<file path="config.mk">
export PLATFORM = sky130hd
export DESIGN_NAME = vga_fb_arbiter
export DESIGN_NICKNAME = d
export VERILOG_FILES = /design/src/rtl/vga_fb_pkg.sv /design/src/rtl/vga_fb_tag_pipe.sv /design/src/rtl/vga_fb_arbiter.sv
export SDC_FILE = /design/constraint.sdc
export NUM_CORES = 1
export LEC_CHECK = 0
export BUFFER_PORTS_ARGS = -buffer_cell sky130_fd_sc_hd__buf_4
export CAP_MARGIN = 20
export CORE_ASPECT_RATIO = 1.2
export CORE_MARGIN = 4
export CORE_UTILIZATION = 52
export DETAILED_ROUTE_END_ITERATION = 16
export HOLD_SLACK_MARGIN = 0.08
export PLACE_DENSITY = 0.95
export SYNTH_ARGS = -nofsm -noshare
export SYNTH_HDL_FRONTEND = slang
export SYNTH_SLANG_ARGS = --single-unit
</file>
<file path="constraint.sdc">
create_clock -name i_clock -period 4.2 [get_ports i_clock]
set_input_delay 0.21 -clock i_clock [delete_from_list [all_inputs] [get_ports i_clock]]
set_output_delay 0.21 -clock i_clock [all_outputs]
set_load 0.02 [all_outputs]
</file>
<file path="src/rtl/vga_fb_pkg.sv">
// Shared types and constants for the VGA frame-buffer arbiter:
// CPU-port FSM encoding, read-tag layout and owner codes.
package vga_fb_pkg;

  localparam int ADDR_W_DEF = 16;
  localparam int DATA_W_DEF = 8;

  typedef enum logic [1:0] {
    ST_IDLE    = 2'd0,
    ST_RD_WAIT = 2'd1,
    ST_RD_DATA = 2'd2,
    ST_ACK     = 2'd3
  } cpu_state_e;

  localparam logic OWN_DISP = 1'b0;
  localparam logic OWN_CPU  = 1'b1;

  typedef struct packed {
    logic valid;
    logic owner;
  } tag_t;

endpackage

</file>
<file path="src/rtl/vga_fb_tag_pipe.sv">
// Two-stage read-tag shift register. It follows each RAM read to the edge
// where its data is on mem_rdata, and raises the capture enable for that owner.
module vga_fb_tag_pipe
  import vga_fb_pkg::*;
(
  input  logic i_clock,
  input  logic i_reset,
  input  tag_t i_tag,
  output logic o_disp_cap,
  output logic o_cpu_cap
);

  tag_t r_stage0;
  tag_t r_stage1;

  // Shift the tags every edge; reset drops any read that is in flight.
  always_ff @(posedge i_clock) begin
    if (!i_reset) begin
      r_stage0 <= '0;
      r_stage1 <= '0;
    end else begin
      r_stage0 <= i_tag;
      r_stage1 <= r_stage0;
    end
  end

  // Stage 1 lines up with the edge where the RAM data can be captured.
  always_comb begin
    o_disp_cap = r_stage1.valid && (r_stage1.owner == OWN_DISP);
    o_cpu_cap  = r_stage1.valid && (r_stage1.owner == OWN_CPU);
  end

endmodule

</file>
<file path="src/rtl/vga_fb_arbiter.sv">
// Frame-buffer RAM arbiter. Display fetches have strict priority and a fixed
// 2-clock latency; CPU accesses use a req/ack handshake and fill idle slots.
module vga_fb_arbiter
  import vga_fb_pkg::*;
#(
  parameter int ADDR_W  = ADDR_W_DEF,
  parameter int DATA_W  = DATA_W_DEF,
  parameter int STALL_W = 16
)
(
  input  logic               i_clock,
  input  logic               i_reset,
  input  logic               i_disp_req,
  input  logic [ADDR_W-1:0]  i_disp_addr,
  output logic [DATA_W-1:0]  o_disp_rdata,
  output logic               o_disp_valid,
  input  logic               i_cpu_req,
  input  logic               i_cpu_we,
  input  logic [ADDR_W-1:0]  i_cpu_addr,
  input  logic [DATA_W-1:0]  i_cpu_wdata,
  output logic [DATA_W-1:0]  o_cpu_rdata,
  output logic               o_cpu_ack,
  output logic               o_mem_en,
  output logic               o_mem_we,
  output logic [ADDR_W-1:0]  o_mem_addr,
  output logic [DATA_W-1:0]  o_mem_wdata,
  input  logic [DATA_W-1:0]  i_mem_rdata,
  input  logic               i_stat_clr,
  output logic [STALL_W-1:0] o_cpu_stall_cnt,
  output logic               o_disp_overrun
);

  localparam logic [STALL_W-1:0] STALL_MAX = {STALL_W{1'b1}};
  localparam logic [STALL_W-1:0] STALL_ONE = {{(STALL_W-1){1'b0}}, 1'b1};

  cpu_state_e         r_state;
  cpu_state_e         w_next_state;
  logic               w_cpu_issue;
  logic               w_stall_evt;
  logic               w_ovr_evt;
  logic               w_disp_cap;
  logic               w_cpu_cap;
  tag_t               w_tag;

  logic               r_mem_en;
  logic               r_mem_we;
  logic [ADDR_W-1:0]  r_mem_addr;
  logic [DATA_W-1:0]  r_mem_wdata;
  logic [DATA_W-1:0]  r_disp_rdata;
  logic               r_disp_valid;
  logic [DATA_W-1:0]  r_cpu_rdata;
  logic               r_cpu_ack;
  logic [STALL_W-1:0] r_stall_cnt;
  logic               r_overrun;
  logic               r_disp_req_d;

  // CPU FSM state register.
  always_ff @(posedge i_clock) begin
    if (!i_reset) begin
      r_state <= ST_IDLE;
    end else begin
      r_state <= w_next_state;
    end
  end

  // Arbitration, next-state and event decode; a display request always wins the slot.
  always_comb begin
    w_next_state = r_state;
    w_cpu_issue  = 1'b0;
    w_stall_evt  = 1'b0;
    w_tag        = '0;
    case (r_state)
      ST_IDLE: begin
        if (i_cpu_req) begin
          if (i_disp_req) begin
            w_stall_evt = 1'b1;
          end else begin
            w_cpu_issue  = 1'b1;
            w_next_state = i_cpu_we ? ST_ACK : ST_RD_WAIT;
          end
        end else begin
          w_next_state = ST_IDLE;
        end
      end
      ST_RD_WAIT: w_next_state = ST_RD_DATA;
      ST_RD_DATA: w_next_state = ST_ACK;
      ST_ACK:     w_next_state = ST_IDLE;
      default:    w_next_state = ST_IDLE;
    endcase
    w_tag.valid = i_disp_req | (w_cpu_issue & ~i_cpu_we);
    w_tag.owner = i_disp_req ? OWN_DISP : OWN_CPU;
    w_ovr_evt   = i_disp_req & r_disp_req_d;
  end

  vga_fb_tag_pipe u_tag_pipe (
    .i_clock    (i_clock),
    .i_reset    (i_reset),
    .i_tag      (w_tag),
    .o_disp_cap (w_disp_cap),
    .o_cpu_cap  (w_cpu_cap)
  );

  // RAM command registers and read-data capture for both requesters.
  always_ff @(posedge i_clock) begin
    if (!i_reset) begin
      r_mem_en     <= 1'b0;
      r_mem_we     <= 1'b0;
      r_mem_addr   <= '0;
      r_mem_wdata  <= '0;
      r_disp_rdata <= '0;
      r_disp_valid <= 1'b0;
      r_cpu_rdata  <= '0;
      r_cpu_ack    <= 1'b0;
    end else begin
      r_mem_en <= i_disp_req | w_cpu_issue;
      r_mem_we <= ~i_disp_req & w_cpu_issue & i_cpu_we;
      if (i_disp_req) begin
        r_mem_addr <= i_disp_addr;
      end else if (w_cpu_issue) begin
        r_mem_addr  <= i_cpu_addr;
        r_mem_wdata <= i_cpu_wdata;
      end else begin
        r_mem_addr <= r_mem_addr;
      end
      r_disp_valid <= w_disp_cap;
      if (w_disp_cap) begin
        r_disp_rdata <= i_mem_rdata;
      end else begin
        r_disp_rdata <= r_disp_rdata;
      end
      if (w_cpu_cap) begin
        r_cpu_rdata <= i_mem_rdata;
      end else begin
        r_cpu_rdata <= r_cpu_rdata;
      end
      // The ack pulse follows the ACK state by one edge.
      r_cpu_ack <= (r_state == ST_ACK);
    end
  end

  // Statistics: saturating stall counter and sticky overrun; a clear beats any event.
  always_ff @(posedge i_clock) begin
    if (!i_reset) begin
      r_stall_cnt  <= '0;
      r_overrun    <= 1'b0;
      r_disp_req_d <= 1'b0;
    end else begin
      r_disp_req_d <= i_disp_req;
      if (i_stat_clr) begin
        r_stall_cnt <= '0;
        r_overrun   <= 1'b0;
      end else begin
        if (w_stall_evt && (r_stall_cnt != STALL_MAX)) begin
          r_stall_cnt <= r_stall_cnt + STALL_ONE;
        end else begin
          r_stall_cnt <= r_stall_cnt;
        end
        r_overrun <= r_overrun | w_ovr_evt;
      end
    end
  end

  assign o_mem_en        = r_mem_en;
  assign o_mem_we        = r_mem_we;
  assign o_mem_addr      = r_mem_addr;
  assign o_mem_wdata     = r_mem_wdata;
  assign o_disp_rdata    = r_disp_rdata;
  assign o_disp_valid    = r_disp_valid;
  assign o_cpu_rdata     = r_cpu_rdata;
  assign o_cpu_ack       = r_cpu_ack;
  assign o_cpu_stall_cnt = r_stall_cnt;
  assign o_disp_overrun  = r_overrun;

endmodule

</file>
==> impl_metrics.env <==
export IMPL_outcome="completed"
export IMPL_grt_max_degree=53
export IMPL_io_buffers=114
export IMPL_ys_ff_latch=68
export IMPL_synth_most_common_cell="dfxtp_1"
export IMPL_clock_sinks=68
export IMPL_synth_nets=388
export IMPL_end_kind="register"
export IMPL_io_pins=115
export IMPL_rr_worst_depth=6
export IMPL_setup_violations=0
export IMPL_synth_area_per_cell_um2=8.88
export IMPL_max_slew_margin=0.294
export IMPL_required_ps=4420
export IMPL_postLayoutCoreUtil=0.736
export IMPL_start_util=0.544
export IMPL_grt_pass1_wl_um=12200
export IMPL_drt_total_wl_um=7370
export IMPL_synthCells=329
export IMPL_initialDrtViolationCount=120
export IMPL_tightestPinTransition_ps=1060
export IMPL_detailroute_via_count=2761
export IMPL_clock_skew_final_ps=6.55
export IMPL_min_path_type="input pin to register"
export IMPL_synth_area_um2=2920
export IMPL_clk_pin_slew_ps=70
export IMPL_area_delta_synth_final_pct=35.3
export IMPL_cts_setup_buffers=0
export IMPL_gp_congestion=0.823
export IMPL_cts_tree="yes"
export IMPL_fin_area_um2=3950
export IMPL_crit_fanout=19
export IMPL_crit_path_start_kind="register"
export IMPL_hold_depth=3
export IMPL_grt_use_total=0.213
export IMPL_p_sw_uw=376
export IMPL_numCtsBuffers=9
export IMPL_yosysSeqAreaShare=0.466
export IMPL_hold_viol=0
export IMPL_fp_dieH_um=90.1
export IMPL_rr_endpoint="o_mem_wdata[6]"
export IMPL_chipWidth_um=76.4
export IMPL_power_density_nw_per_um2=346
export IMPL_tns_ps=0
export IMPL_ys_async_sr_fraction=0
export IMPL_r2r_start="r_state[0]"
export IMPL_fin_crit_ps=2280
export IMPL_antenna_found_initial=0
export IMPL_ys_flop_type="dfxtp_1"
export IMPL_firstDrtPassIters=4
export IMPL_seq_power_share=0.504
export IMPL_rsz0062_at_grt="false"
export IMPL_worstSkewPairLatency_ps=340
export IMPL_postCtsResizedCells=0
export IMPL_yosys_top_cells_area="dfxtp_1 (47%), nand2_1 (8.4%), mux2i_1 (6.5%)"
export IMPL_grt_pass1_vias=2663
export IMPL_drv_cap=0
export IMPL_sw_frac_of_total=0.275
export IMPL_cts_max_path_buffers=2
export IMPL_nets=496
export IMPL_p_leak_nw=1.72
export IMPL_internal_power_uw=990
export IMPL_row_count=29
export IMPL_synth_top_cell_by_area="dfxtp_1"
export IMPL_synth_commonest_cells="dfxtp_1 (68), nand2_1 (65), a21boi_0 (24)"
export IMPL_dieArea_um2=6890
export IMPL_max_freq_ghz=0.439
export IMPL_min_to="o_mem_wdata[3]"
export IMPL_ir_worst_vdd_v=0.000239
export IMPL_n_antenna_cell=0
export IMPL_dpl_hpwl_um=5350
export IMPL_core_area_um2=5370
export IMPL_finalCritPeriodShare=0.542
export IMPL_critPathKind="register to register"
export IMPL_drc_errors=0
export IMPL_pwr_share_clk=0.335
export IMPL_drv_slew=0
export IMPL_via_per_inst=5.48
export IMPL_comb_power_share=0.161
export IMPL_cts_root_buf="clkbuf_8"
export IMPL_overflow=0
export IMPL_cts_hold_buf=0
export IMPL_drt_antenna_violating_nets=0
export IMPL_yosysUniqueCellTypes=41
export IMPL_cp_arrival_ps=2500
export IMPL_synth_edf_count=0
export IMPL_layout_drive_gt1_share=0.308
export IMPL_synth_warnings=0
export IMPL_reg2reg_slack_ps=1920
export IMPL_htreeDepth=3
export IMPL_holdCritStartpoint="i_cpu_wdata[3]"
export IMPL_hold_ws_ps=131
export IMPL_placed_area_um2=3790
export IMPL_wire_per_inst_um=14.6
export IMPL_yosysTopAreaCellShare=0.466
-- cell families (layout without fill, tap and decap cells) --
family                   after synthesis  in the layout  share of synthesized area
AO/OA/AOI/OAI                         71             71                      0.165
XOR/XNOR                               2              2                    0.00600
adder cells (fa/ha/maj)                5              5                     0.0214
buffers and inverters                 19            132                     0.0261
flip-flops                            68             68                      0.466
multiplexers                          19             19                     0.0651
AND/OR/NAND/NOR                      145            145                      0.251
-- final cells by class --
cell class | instances | area (µm²)
multi-input combinational | 242 | 1480
fill | 423 | 1420
sequential | 68 | 1360
timing repair buffer | 114 | 856
clock buffer | 9 | 124
tap | 62 | 77.6
clock inverter | 7 | 43.8
inverter | 2 | 7.51
-- through the flow --
step | worst slack (ps) | instances | power (mW)
final | 1920 | 504 | 1.37
after CTS | 1890 | 504 | 1.37
after global routing | 1760 | 504 | 1.42
after global placement | 2000 | 488 | 0.917
after floorplan | 2360 | 329 | 0.829
after detailed placement | 1890 | 488 | 0.925
-- state kept, by name, indices dropped and copies added (netlist names), 2 cells and up --
signal	count
o_mem_addr	16
u_tag_pipe.r_stage1	2
o_cpu_stall_cnt	16
u_tag_pipe.r_stage0	2
r_state	2
o_mem_wdata	8
o_disp_rdata	8
o_cpu_rdata	8
-- worst max path at each step --
stage          slack [ps]               start                   to  depth (start not counted)
3_5_place_dp         1890          r_state[0]       o_mem_wdata[6]                          6
6_report             1920          r_state[0]       o_mem_wdata[6]                          6
5_1_grt              1760          r_state[0]       o_mem_wdata[5]                          6
2_1_floorplan        2360  o_cpu_stall_cnt[0]  o_cpu_stall_cnt[14]                          4
4_1_cts              1890          r_state[0]       o_mem_wdata[6]                          6
3_3_place_gp         2000          r_state[0]       o_mem_wdata[7]                          6
-- power by group through the flow --
stage	sequential, mW	combinational [mW]	clock (mW)
after floorplan	0.726	0.103	0
after global placement	0.702	0.214	0
after detailed placement	0.703	0.221	0
after CTS	0.689	0.222	0.464
after global routing	0.692	0.240	0.493
final	0.688	0.220	0.458
-- critical path, cell delays in order, from the launching register on --
cell and delay [ps]:
dfxtp_1 320, inv_1 110, ha_1 240, and2_1 850
nand2b_1 390, nand2_1 150, a21boi_0 100
-- metal layers --
layer / vias up / part of all wire / GRT usage
met5: - / 0 / 0
met4: 0 / 0.022 / 0.0967
met3: 14 / 0.061 / 0.0490
met2: 99 / 0.51 / 0.374
met1: 1287 / 0.40 / 0.244
li1: 1361 / - / -
-- layout by cell type (no fill, tap or decap), types with 3 or more instances in the layout --
master and instances:
nand4_1 5, nor2b_1 4, clkbuf_8 9, a21boi_0 24, mux2i_1 19, nand2b_1 4
buf_4 114, dfxtp_1 68, a21oi_1 9, nor2_1 10, or3_1 4, o21a_1 3
clkinv_2 4, o21ai_0 21, o31ai_1 3, nand2_1 65, and3_1 4, and2_1 22
nand3_1 15, ha_1 5
Power figures use the tool's default switching activity.
